File: config.mk
export PLATFORM = sky130hd
export DESIGN_NAME = alu_flat
export DESIGN_NICKNAME = d
export VERILOG_FILES = /design/src/rtl/alu_if.sv /design/src/rtl/alu.sv /design/src/flat_wrapper.sv
export SDC_FILE = /design/constraint.sdc
export NUM_CORES = 1
export LEC_CHECK = 0
export ABC_AREA = 1
export CAP_MARGIN = 30
export CORE_MARGIN = 2
export CORE_UTILIZATION = 36
export CTS_BUF_LIST = sky130_fd_sc_hd__clkbuf_2
export DETAILED_ROUTE_END_ITERATION = 8
export GPL_ROUTABILITY_DRIVEN = 0
export PLACE_DENSITY_LB_ADDON = 0.08
export SETUP_SLACK_MARGIN = 0.1
export SLEW_MARGIN = 10
export SYNTH_ARGS = -nofsm -noshare
export SYNTH_HDL_FRONTEND = slang
export SYNTH_SLANG_ARGS = --single-unit
File: constraint.sdc
create_clock -name clk -period 2.6 [get_ports clk]
set_input_delay 0.39 -clock clk [delete_from_list [all_inputs] [get_ports clk]]
set_output_delay 0.39 -clock clk [all_outputs]
set_load 0.03 [all_outputs]
File: src/rtl/alu_if.sv
// Operand/opcode and registered-result bundle between an ALU and its driver.
interface alu_if #(
  parameter int unsigned WIDTH = 4
);
  logic [WIDTH-1:0] a;
  logic [WIDTH-1:0] b;
  logic [2:0]       op;
  logic [WIDTH-1:0] result;
  logic             carry_out;
  logic             zero;

  modport master (
    output a, b, op,
    input  result, carry_out, zero
  );

  modport slave (
    input  a, b, op,
    output result, carry_out, zero
  );
endinterface

File: src/rtl/alu.sv
// Registered unsigned ALU: six ops, one-cycle latency, carry/borrow and zero flags.
module alu #(
  parameter int unsigned WIDTH = 4
) (
  input  logic  clk,
  input  logic  rst,
  alu_if.slave  bus
);

  localparam logic [2:0] OP_ADD = 3'b000;
  localparam logic [2:0] OP_SUB = 3'b001;
  localparam logic [2:0] OP_AND = 3'b010;
  localparam logic [2:0] OP_OR  = 3'b011;
  localparam logic [2:0] OP_XOR = 3'b100;
  localparam logic [2:0] OP_NOT = 3'b101;

  logic [WIDTH:0]   wide_c;
  logic [WIDTH-1:0] next_result_c;
  logic             next_carry_c;
  logic             next_zero_c;

  // Reserved or unknown opcodes fall to the default: zero result, no carry.
  always_comb begin
    wide_c        = '0;
    next_result_c = '0;
    next_carry_c  = 1'b0;
    case (bus.op)
      OP_ADD: begin
        wide_c        = {1'b0, bus.a} + {1'b0, bus.b};
        next_result_c = wide_c[WIDTH-1:0];
        next_carry_c  = wide_c[WIDTH];
      end
      OP_SUB: begin
        // Extended-width difference: MSB set exactly when a < b.
        wide_c        = {1'b0, bus.a} - {1'b0, bus.b};
        next_result_c = wide_c[WIDTH-1:0];
        next_carry_c  = wide_c[WIDTH];
      end
      OP_AND:  next_result_c = bus.a & bus.b;
      OP_OR:   next_result_c = bus.a | bus.b;
      OP_XOR:  next_result_c = bus.a ^ bus.b;
      OP_NOT:  next_result_c = ~bus.a;
      default: begin
        next_result_c = '0;
        next_carry_c  = 1'b0;
      end
    endcase
    next_zero_c = (next_result_c == '0);
  end

  always_ff @(posedge clk) begin
    if (rst) begin
      bus.result    <= '0;
      bus.carry_out <= 1'b0;
      bus.zero      <= 1'b1;
    end else begin
      bus.result    <= next_result_c;
      bus.carry_out <= next_carry_c;
      bus.zero      <= next_zero_c;
    end
  end

endmodule

File: src/flat_wrapper.sv
// flat-port wrapper written by rule: the top's interface ports become plain ports
module alu_flat 
#(
  parameter int unsigned WIDTH = 4
)
  (clk, rst, bus_a, bus_b, bus_op, bus_result, bus_carry_out, bus_zero);
  alu_if #(.WIDTH(WIDTH)) bus_i ();
  input  logic clk;
  input  logic rst;
  input wire logic [$bits(bus_i.a)-1:0] bus_a;
  input wire logic [$bits(bus_i.b)-1:0] bus_b;
  input wire logic [$bits(bus_i.op)-1:0] bus_op;
  output wire logic [$bits(bus_i.result)-1:0] bus_result;
  output wire logic [$bits(bus_i.carry_out)-1:0] bus_carry_out;
  output wire logic [$bits(bus_i.zero)-1:0] bus_zero;
  assign bus_i.a = bus_a;
  assign bus_i.b = bus_b;
  assign bus_i.op = bus_op;
  assign bus_result = bus_i.result;
  assign bus_carry_out = bus_i.carry_out;
  assign bus_zero = bus_i.zero;
  alu #(.WIDTH(WIDTH)) u_core (.clk(clk), .rst(rst), .bus(bus_i));
endmodule
==> metrics.txt <==
Worst setup EP type flip-flop; Hold Path Depth 2; Yosys reg bits 6; Critical Path AT 2.14 ns; clk root buf clkbuf_2; run status completed; post-CTS setup buffer count 0; vias in the first global route 697; Final HPWL DP 1480 um; Routed Antenna Nets 0; static leakage 0.000567 uW; VDD IR max 314 uV; area delta synth->final 28.3%; drt initial violations 12; port bufs 18; overall die width 50.2 um; Synth area leaders ha_1 20%, nand2_1 19%, dfxtp_1 16%; sequential area share after synthesis 15.6%; min-delay src rst; FP Rows 16; most common cell after layout, fill and taps aside nand2_1; cts repair resizes 0; syn_nets 154; core area 1980 um2; CTS Sinks 6; final worst-path cycle share 78.0%; Layout Utilization 49.7%; syn avg cell area 6.05 um2; RSZ-0062 raised after global routing false; largest net degree at the start of global routing 9; Hold Fails Final Rpt 0; pwr/cell area 324 nW/um2; DRT Pass-1 Iters 4; first-pass GRT wire length 2770 um; CP max FO 3; antenna violations before repair 0; clock buffer depth 2; Final #Nets 176; Worst EP required 2.71 ns; Hold Path Sink u_core.bus.carry_out; CP max stage delay 0.51 ns; vias per cell 4.60; total negative setup slack 0 ns; maximum clock frequency 0.493 GHz; chip height 50.2 um; most frequent cells in the layout 39 x nand2_1, 28 x inv_1, 18 x clkdlybuf4s50_1, 15 x nor2_1, 12 x ha_1; final setup violation count 0; share of cells above drive strength 1 5.44%; grt ovf 0; dominant cell type by area after synthesis ha_1; DRC errors left 0; most frequent CP cell nand2_1; count of cell types in the netlist 15; CTS hold repair buffers 0; IO Pins 19; DIE AREA 2520 um2; Worst Setup Start Kind input pin; Setup CP Type input pin to flip-flop; H-Tree Depth 1; Layout Cells excl Fill 174; Slowest-stage cell, CP clkdlybuf4s50_1; Starting Density 38.8%; Worst-path clk slew 0.06 ns; overall routed net length 1680 um; antenna cell count 0; Ys Warns 0; Worst-Margin Slew 0.325 ns; Via Count 800; Placement Setup Slack 0.331 ns; Synth Instances 127; Tmin final 2.03 ns; CP cell instances clkdlybuf4s50_1 > ha_1 > inv_1 > fa_1 > inv_1 > nand2_1 > a21oi_1 > nor2_1 > nand2_1 > nand2_1 > nand3_1 > nor2_1; CTS buffer count 3; Inst Count DP 171; Setup WS post-layout 0.571 ns; Max-Cap Viols 0; Hold Crit Class input pin to flip-flop; gr usage total 14.4%; Filler cells 215; Max transition margin 78.3%; Worst setup startpoint bus_b[0]; Yosys top cell area share 19.5%; wire per inst 9.66 um; Mapped Area 768 um2; max-slew violations 0; CTS tree yes
-- worst max-delay path by stage --
stage / to / slack (ns) / cells after the start
after global routing: u_core.bus.zero / 0.44 / 12
final: u_core.bus.zero / 0.57 / 12
after global placement: u_core.bus.zero / 0.35 / 12
after CTS: u_core.bus.zero / 0.55 / 12
after floorplan: u_core.bus.zero / 1.01 / 11
after detailed placement: u_core.bus.zero / 0.33 / 12
-- cells by family (layout without fill, tap and decap cells) --
| group | Yosys count | in the layout | synth area share (%) |
|---|---|---|---|
| fa+ha+maj | 14 | 14 | 24.8 |
| buf+inv | 30 | 50 | 15.6 |
| simple gates | 71 | 71 | 40.1 |
| flops | 6 | 6 | 15.6 |
| compound gates | 6 | 6 | 3.91 |
-- through the flow --
stage | instance area (um2) | power (uW) | hold WS (ns)
after global routing | 986 | 352 | 0.812
after global placement | 971 | 259 | 1.06
after CTS | 986 | 324 | 0.827
after detailed placement | 971 | 260 | 1.07
final | 986 | 319 | 0.829
after floorplan | 768 | 202 | 0.459
-- layer usage --
metal	vias up	global-route usage (%)	part of all wire (%)
met5	-	0	0
met2	17	25.2	46
met1	358	18.2	48
met4	0	0	0
met3	0	4.46	5.8
li1	425	-	-
-- cell usage after synthesis --
cell / number
nand2_1: 39
inv_1: 28
nor2_1: 15
ha_1: 12
nand3_1: 8
dfxtp_1: 6
nand4_1: 5
a21oi_1: 4
fa_1: 2
nor2_2: 2
o21ai_0: 2
buf_6: 1
inv_2: 1
nand3_2: 1
nor2_4: 1
-- state kept, by name, summed over array words and instances, names as in the netlist --
register              count
u_core.bus.carry_out      1
u_core.bus.result         4
u_core.bus.zero           1
-- report_power, final --
group          internal [uW]  switching, uW  leakage (uW)
combinational           64.2           90.0      0.000505
clock                   31.2           31.3     0.0000125
sequential               101           1.77     0.0000496
-- critical path: cells and delay by family --
family	cells	cell delay (ns)
adder cells (fa/ha/maj)	2	0.65
buffers and inverters	3	0.66
AO/OA/AOI/OAI	1	0.12
AND/OR/NAND/NOR	6	0.33
-- final cells by class --
cell class | instances | area [um2] | share of cell area, %
sequential | 6 | 120 | 12.2
tap | 27 | 33.8 | 3.43
clock buffer | 3 | 15.0 | 1.52
timing repair buffer | 18 | 180 | 18.3
multi-input combinational | 91 | 528 | 53.6
inverter | 29 | 109 | 11.0
Note: power is estimated with default switching activity, not from simulation.
